### config.mk
export PLATFORM = sky130hd
export DESIGN_NAME = inst_fetch_unit_flat
export DESIGN_NICKNAME = d
export VERILOG_FILES = /design/src/rtl/inst_fetch_unit_if.sv /design/src/rtl/inst_fetch_unit.sv /design/src/flat_wrapper.sv
export SDC_FILE = /design/constraint.sdc
export NUM_CORES = 1
export LEC_CHECK = 0
export CELL_PAD_IN_SITES_DETAIL_PLACEMENT = 1
export CELL_PAD_IN_SITES_GLOBAL_PLACEMENT = 1
export CORE_MARGIN = 2
export CORE_UTILIZATION = 38
export CTS_CLUSTER_DIAMETER = 200
export DETAILED_ROUTE_END_ITERATION = 10
export PLACE_DENSITY_LB_ADDON = 0.1
export SLEW_MARGIN = 20
export SYNTH_ARGS = -nofsm -noshare
export SYNTH_HDL_FRONTEND = slang
export SYNTH_SLANG_ARGS = --single-unit
export TNS_END_PERCENT = 20
### constraint.sdc
create_clock -name clk -period 5.8 [get_ports clk]
set_input_delay 1.74 -clock clk [delete_from_list [all_inputs] [get_ports clk]]
set_output_delay 1.74 -clock clk [all_outputs]
set_load 0.01 [all_outputs]
### src/rtl/inst_fetch_unit_if.sv
// rtl/inst_fetch_unit_if.sv - instruction memory, decode and redirect signals of the fetch stage
interface inst_fetch_unit_if;
   // instruction memory side
   logic        imem_req;
   logic [31:0] imem_addr;
   logic        imem_ready;
   logic        imem_rvalid;
   logic [31:0] imem_rdata;
   // decode side
   logic [31:0] inst;
   logic [31:0] pc;
   logic        inst_valid;
   logic        inst_ready;
   // redirect inputs from control_unit / ALU / register file
   logic        b_beq;
   logic        beq_zero;
   logic        b_jal;
   logic        b_jalr;
   logic [31:0] imm;
   logic [31:0] rs1_val;

   // fetch unit side
   modport master (
      output imem_req, imem_addr, inst, pc, inst_valid,
      input  imem_ready, imem_rvalid, imem_rdata, inst_ready,
      input  b_beq, beq_zero, b_jal, b_jalr, imm, rs1_val
   );

   // memory + decode side
   modport slave (
      input  imem_req, imem_addr, inst, pc, inst_valid,
      output imem_ready, imem_rvalid, imem_rdata, inst_ready,
      output b_beq, beq_zero, b_jal, b_jalr, imm, rs1_val
   );
endinterface

### src/rtl/inst_fetch_unit.sv
// rtl/inst_fetch_unit.sv - PC holder and single-outstanding instruction fetch FSM (option: INST_FETCH_MISALIGN_CHECK_EN)
module inst_fetch_unit #(
   parameter logic [31:0] RESET_PC = 32'h0000_0000,
   parameter logic [31:0] NOP_INST = 32'h0000_0013
) (
   input  logic              clk,
   input  logic              rst_n,
   inst_fetch_unit_if.master bus
`ifdef INST_FETCH_MISALIGN_CHECK_EN
   ,
   output logic              fetch_misaligned
`endif
);

`ifdef INST_FETCH_MISALIGN_CHECK_EN
   typedef enum logic [2:0] {S_IDLE, S_REQ, S_WAIT, S_VALID, S_HALT} state_t;
`else
   typedef enum logic [1:0] {S_IDLE, S_REQ, S_WAIT, S_VALID} state_t;
`endif

   state_t      state_q;
   logic [31:0] pc_q;
   logic [31:0] inst_q;
   logic        inst_valid_q;
   logic        imem_req_q;
   logic [31:0] next_pc;
`ifdef INST_FETCH_MISALIGN_CHECK_EN
   logic        misaligned_q;
`endif

   // Redirect target; only meaningful in the decode handshake cycle, jalr > jal > taken beq > sequential
   always_comb begin
      next_pc = pc_q + 32'd4;
      if (bus.b_jalr) begin
         next_pc = (bus.rs1_val + bus.imm) & ~32'h1;
      end else if (bus.b_jal || (bus.b_beq && bus.beq_zero)) begin
         next_pc = pc_q + bus.imm;
      end
   end

   // Fetch FSM with registered request, instruction and valid outputs
   always_ff @(posedge clk or negedge rst_n) begin
      if (!rst_n) begin
         state_q      <= S_IDLE;
         pc_q         <= RESET_PC;
         inst_q       <= NOP_INST;
         inst_valid_q <= 1'b0;
         imem_req_q   <= 1'b0;
`ifdef INST_FETCH_MISALIGN_CHECK_EN
         misaligned_q <= 1'b0;
`endif
      end else begin
         case (state_q)
            S_IDLE: begin
               state_q    <= S_REQ;
               imem_req_q <= 1'b1;
            end
            S_REQ: begin
               // request and address stay put until memory takes them
               if (bus.imem_ready) begin
                  state_q    <= S_WAIT;
                  imem_req_q <= 1'b0;
               end
            end
            S_WAIT: begin
               // responses are only accepted here, so stray rvalid elsewhere is dropped
               if (bus.imem_rvalid) begin
                  state_q      <= S_VALID;
                  inst_q       <= bus.imem_rdata;
                  inst_valid_q <= 1'b1;
               end
            end
            S_VALID: begin
               if (bus.inst_ready) begin
                  pc_q         <= next_pc;
                  inst_q       <= NOP_INST;
                  inst_valid_q <= 1'b0;
`ifdef INST_FETCH_MISALIGN_CHECK_EN
                  if (next_pc[1:0] != 2'b00) begin
                     // misaligned target: park forever without touching memory
                     misaligned_q <= 1'b1;
                     state_q      <= S_HALT;
                     imem_req_q   <= 1'b0;
                  end else begin
                     state_q    <= S_REQ;
                     imem_req_q <= 1'b1;
                  end
`else
                  state_q    <= S_REQ;
                  imem_req_q <= 1'b1;
`endif
               end
            end
`ifdef INST_FETCH_MISALIGN_CHECK_EN
            S_HALT: begin
               state_q    <= S_HALT;
               imem_req_q <= 1'b0;
            end
`endif
            default: begin
               state_q    <= S_IDLE;
               imem_req_q <= 1'b0;
            end
         endcase
      end
   end

   assign bus.imem_req   = imem_req_q;
   assign bus.imem_addr  = pc_q;
   assign bus.pc         = pc_q;
   assign bus.inst       = inst_q;
   assign bus.inst_valid = inst_valid_q;
`ifdef INST_FETCH_MISALIGN_CHECK_EN
   assign fetch_misaligned = misaligned_q;
`endif

endmodule

### src/flat_wrapper.sv
// flat-port wrapper written by rule: the top's interface ports become plain ports
module inst_fetch_unit_flat 
#(
   parameter logic [31:0] RESET_PC = 32'h0000_0000,
   parameter logic [31:0] NOP_INST = 32'h0000_0013
)
  (clk, rst_n, bus_imem_req, bus_imem_addr, bus_inst, bus_pc, bus_inst_valid, bus_imem_ready, bus_imem_rvalid, bus_imem_rdata, bus_inst_ready, bus_b_beq, bus_beq_zero, bus_b_jal, bus_b_jalr, bus_imm, bus_rs1_val);
  inst_fetch_unit_if bus_i ();
  input  logic clk;
  input  logic rst_n;
  output wire logic [$bits(bus_i.imem_req)-1:0] bus_imem_req;
  output wire logic [$bits(bus_i.imem_addr)-1:0] bus_imem_addr;
  output wire logic [$bits(bus_i.inst)-1:0] bus_inst;
  output wire logic [$bits(bus_i.pc)-1:0] bus_pc;
  output wire logic [$bits(bus_i.inst_valid)-1:0] bus_inst_valid;
  input wire logic [$bits(bus_i.imem_ready)-1:0] bus_imem_ready;
  input wire logic [$bits(bus_i.imem_rvalid)-1:0] bus_imem_rvalid;
  input wire logic [$bits(bus_i.imem_rdata)-1:0] bus_imem_rdata;
  input wire logic [$bits(bus_i.inst_ready)-1:0] bus_inst_ready;
  input wire logic [$bits(bus_i.b_beq)-1:0] bus_b_beq;
  input wire logic [$bits(bus_i.beq_zero)-1:0] bus_beq_zero;
  input wire logic [$bits(bus_i.b_jal)-1:0] bus_b_jal;
  input wire logic [$bits(bus_i.b_jalr)-1:0] bus_b_jalr;
  input wire logic [$bits(bus_i.imm)-1:0] bus_imm;
  input wire logic [$bits(bus_i.rs1_val)-1:0] bus_rs1_val;
  assign bus_imem_req = bus_i.imem_req;
  assign bus_imem_addr = bus_i.imem_addr;
  assign bus_inst = bus_i.inst;
  assign bus_pc = bus_i.pc;
  assign bus_inst_valid = bus_i.inst_valid;
  assign bus_i.imem_ready = bus_imem_ready;
  assign bus_i.imem_rvalid = bus_imem_rvalid;
  assign bus_i.imem_rdata = bus_imem_rdata;
  assign bus_i.inst_ready = bus_inst_ready;
  assign bus_i.b_beq = bus_b_beq;
  assign bus_i.beq_zero = bus_beq_zero;
  assign bus_i.b_jal = bus_b_jal;
  assign bus_i.b_jalr = bus_b_jalr;
  assign bus_i.imm = bus_imm;
  assign bus_i.rs1_val = bus_rs1_val;
  inst_fetch_unit #(.RESET_PC(RESET_PC), .NOP_INST(NOP_INST)) u_core (.clk(clk), .rst_n(rst_n), .bus(bus_i));
endmodule
* Yosys cells after proc, flatten, opt, wreduce, memory -nomap -nowiden
Index checks and enable logic that the tools add are counted.
** Word-level totals
- Output and inout port bits :: 98
- Bits in registers :: 68
- Input bits :: 105
** Operators by class
- Multiplexer cells :: 15
- Reductions and logical operators :: 9
- Eq/ne operators :: 6
- Add/sub/neg operators :: 3
** Operators by type and width (count)
- 2-to-1 mux 32 bit :: 4
- adder 32 bit :: 2
- one-hot mux 32 bit (2 select lines) :: 1
- adder 32 x 3 -> 32 bit (second input constant) :: 1
- AND reduction 3 bit :: 3
- one-hot mux 2 bit (4 select lines) :: 1
- 2-to-1 mux 2 bit :: 3
- != test 2 bit (second input constant) :: 3
- == test 2 bit (second input constant) :: 2
- 2-to-1 mux 1 bit :: 4
- one-hot mux 1 bit (3 select lines) :: 1
- nonzero test 3 bit :: 1
- == test 2 x 1 -> 1 bit (second input constant) :: 1
- zero test 2 bit :: 1
- one-hot mux 1 bit (2 select lines) :: 1
- AND reduction 2 bit :: 1
- nonzero test 2 bit :: 1
- logical AND 1 bit :: 1
- logical OR 1 bit :: 1

* Logic depth before layout (Yosys ltp)
- Depth in word-level cells :: 4
- Gate-level depth with buffers :: 12

* Least setup slack after synthesis
No wires, ideal clock.
- Path kind :: in2reg
- Start point :: in bus_imm[3]
- End point :: reg u_core.pc_q[31] (netlist: u_core.bus.imem_addr[31])
- Required time :: 5.731 ns
- Data arrival time :: 4.132 ns
- Buffers on the path :: 0
- Cell stages on the path :: 11
- Path slack :: 1.599 ns
- Cells stage by stage :: ha_1 and2_4 a221o_1 o2111ai_2 a211o_1 a211oi_1 o31a_1 o21ai_2 mux2i_1 or4b_1 nand3_1
** On the way
- Word-level cells in the longest chain between the ends :: 3
- Elaborated cells on any way between the ends :: 4
- Classes of those cells :: 2 x add/sub; 2 x mux
** Ends and longest elaborated chain
- from (decl) :: RTL line flat_wrapper.sv:24 : input wire logic [$bits(bus_i.imm)-1:0] bus_imm;
- adder 32 bit :: RTL line inst_fetch_unit.sv:37 : next_pc = pc_q + bus.imm;
- 2-to-1 mux 32 bit :: RTL line inst_fetch_unit.sv:36 : end else if (bus.b_jal || (bus.b_beq && bus.beq_zero)) begin
- 2-to-1 mux 32 bit * :: RTL line inst_fetch_unit.sv:34 : if (bus.b_jalr) begin
- to (signal assigned) :: RTL line inst_fetch_unit.sv:75 : pc_q <= next_pc;
- to (decl) :: RTL line inst_fetch_unit.sv:22 : logic [31:0] pc_q;
Every way passes the cells marked *; elsewhere a longest branch is shown, timed or not.
A chain may end at the register's enable or synchronous reset.

* Worst setup path after layout
- Start point :: in bus_imm[0]
- End point :: reg u_core.pc_q[24] (netlist: u_core.bus.imem_addr[24])
Same word-level chain as after synthesis.

==> run summary <==
status: finished, final reports clean
Cell Count Post-Placement: 1304
H-Tree Depth: 3
Final Util: 50.9%
synthesized area: 0.00713 sq mm
Max-slew headroom: 48.4%
post-synthesis cell type count: 62
cell depth of the worst flop-to-flop path: 11
Design Area, Final: 0.00946 sq mm
Yosys Warn Count: 0
# diodes: 0
hold path depth: 2
WP data required: 6030 ps
Final setup viols: 0
Final #Nets: 1255
Syn Nets: 1100
fin cells: 1320
Site Rows: 50
worst setup margin: 1020 ps
ranking of synthesized cells by area: dfrtp_1 23%, ha_1 12%, nand2_1 7.4%
hold slack: 454 ps
min-delay worst type: register to register
Synth Register Bits: 68
global-route usage over all layers: 25.1%
share of cells above drive strength 1: 3.68%
largest net degree at the start of global routing: 45
HPWL after DPL: 19.2 mm
maxcap violations: 0
Synth top area share: 22.8%
chip width: 141 microns
number of global-route vias before repair: 7668
initial antenna violation count: 0
drt via density: 5.71
Switching Share: 45.7%
first-pass iteration count of the detailed router: 4
Worst IR Drop VDD: 0.230 mV
number of flops mapped to enable cells by yosys: 0
clock skew: 10.1 ps
clk slew on worst S/H paths: 60 ps
sequential power share: 22.5%
RSZ-0062 raised after global routing: no
CP arrival: 5000 ps
fin crit share: 82.4%
Hold Fails Final Rpt: 0
post-place instance area: 0.00914 sq mm
post-CTS setup buffer count: 0
Clock power frac: 13.1%
Gate power share: 64.4%
CTS root buf: clkbuf_16
Post-synth top cells: 140 x nand2_1, 92 x a21oi_1, 67 x ha_1
drt wl/cell: 18.9 microns
Port Buf Inserts: 202
drt drc: 0
Critical Path Sink Type: register
initial drt markers: 402
Final ANT Viol Nets: 0
top-count cell post-synth: nand2_1
CTS tree: yes
GRT overflow: 0
sw power: 2.03 mW
I/O pin total: 203
Yosys top cell by area: dfrtp_1
synth-to-layout area growth: 32.6%
dpl ws: 712 ps
RD Place Congestion: 0.885
CTS Buffer Depth: 2
global-route wire length before repair: 40.1 mm
internal power: 2.41 mW
sequential area share after synthesis: 23.9%
Num CTS Buffers: 9
Synth Area per Inst: 7.70 sq um
PostCTS Resize Cnt: 0
clk sinks: 68
Skew-Pair Late Insertion Delay: 350 ps
Least-Margin Pin Slew: 772 ps
Static Leakage: 4.15 nW
Die Height: 141 microns
CORE AREA: 0.0186 sq mm
die area: 0.0199 sq mm
pwr dens: 470 mW/mm^2
Crit Path Max Fanout: 3
Post-Syn Instances: 926
Final Max Slew Viols: 0
via count: 7534
TNS Setup: 0 ps
Synth Flop Type: dfrtp_1
fmax: 209 MHz
WS Path Type: input port to register
Initial Util: 38.4%
Pwr Total: 4.45 mW
fin crit period: 4780 ps
crit start category: input port
asr flop ratio synth: 100%
Routed WL: 25.0 mm
cts hold-fix bufs: 0
==> final cells by class <==
| class | count | area (sq um) |
|---|---|---|
| well taps | 234 | 293 |
| fillers | 2273 | 9130 |
| clock inverters | 7 | 81.3 |
| multi-input cells | 770 | 4980 |
| repair buffers | 211 | 2090 |
| flip-flops and latches | 68 | 1710 |
| clock buffers | 9 | 225 |
| inverters | 21 | 78.8 |
==> sequential cells by signal, indices dropped and copies added (netlist names) <==
| signal | count |
|---|---|
| u_core.bus.inst | 32 |
| u_core.bus.inst_valid | 1 |
| u_core.bus.imem_req | 1 |
| u_core.state_q | 2 |
| u_core.bus.imem_addr | 32 |
==> worst paths after layout <==
kind,slack (ps),to,start
worst max register to register,2380,u_core.bus.imem_addr[31]$_DFFE_PN0P_,u_core.bus.imem_addr[11]$_DFFE_PN0P_
worst max-delay path,1020,u_core.bus.imem_addr[24]$_DFFE_PN0P_,bus_imm[0]
worst min-delay path,450,u_core.bus.inst[1]$_DFFE_PN1P_,u_core.bus.inst[1]$_DFFE_PN1P_
min in group asynchronous,1420,u_core.bus.imem_addr[31]$_DFFE_PN0P_,rst_n
max in group asynchronous,3490,u_core.bus.inst[0]$_DFFE_PN1P_,rst_n
worst min register to register,450,u_core.bus.inst[1]$_DFFE_PN1P_,u_core.bus.inst[1]$_DFFE_PN1P_
==> power by group through the flow <==
stage	combinational (mW)	sequential, mW	clock (mW)
2_1_floorplan	1.77	1.02	0
3_3_place_gp	2.80	0.994	0
3_5_place_dp	2.85	1.00	0
4_1_cts	2.87	1.00	0.596
5_1_grt	3.16	1.04	0.613
6_report	2.86	1.00	0.584
==> worst max-delay path, stage by stage <==
cell	delay, ps
clkdlybuf4s50_1	450
ha_1	250
fa_1	420
a21o_1	200
a21oi_1	300
o21a_1	210
o211ai_1	110
o2111ai_1	180
o21ai_1	170
a221oi_1	370
xor2_1	210
o21ai_0	110
a311o_1	280
==> metal layers <==
metal  vias up  GRT usage (%)  wire, microns
met1      3676           33.2          11400
li1       3621              -              -
met5         -              0              0
met4         0           7.58            524
met3        41           4.52           1300
met2       196           42.0          11800
==> cells in the final DEF (no fill, tap or decap), types with 36 or more instances in the layout <==
cell	count
dfrtp_1	65
clkdlybuf4s50_1	201
o21ai_0	44
a21o_1	36
ha_1	66
a21oi_1	91
xnor2_1	38
nor2_1	60
nand2_1	140
==> cell families (layout without fill, tap and decap cells) <==
family	Yosys count	count (layout)	share of synthesized area (%)
AO/OA/AOI/OAI	293	293	25.6
XOR/XNOR	70	70	8.60
adder cells (fa/ha/maj)	69	69	12.3
buffers and inverters	88	248	6.32
flip-flops	68	68	23.9
multiplexers	7	7	0.982
AND/OR/NAND/NOR	331	331	22.3
No activity file was read; power rests on OpenSTA's default activity.
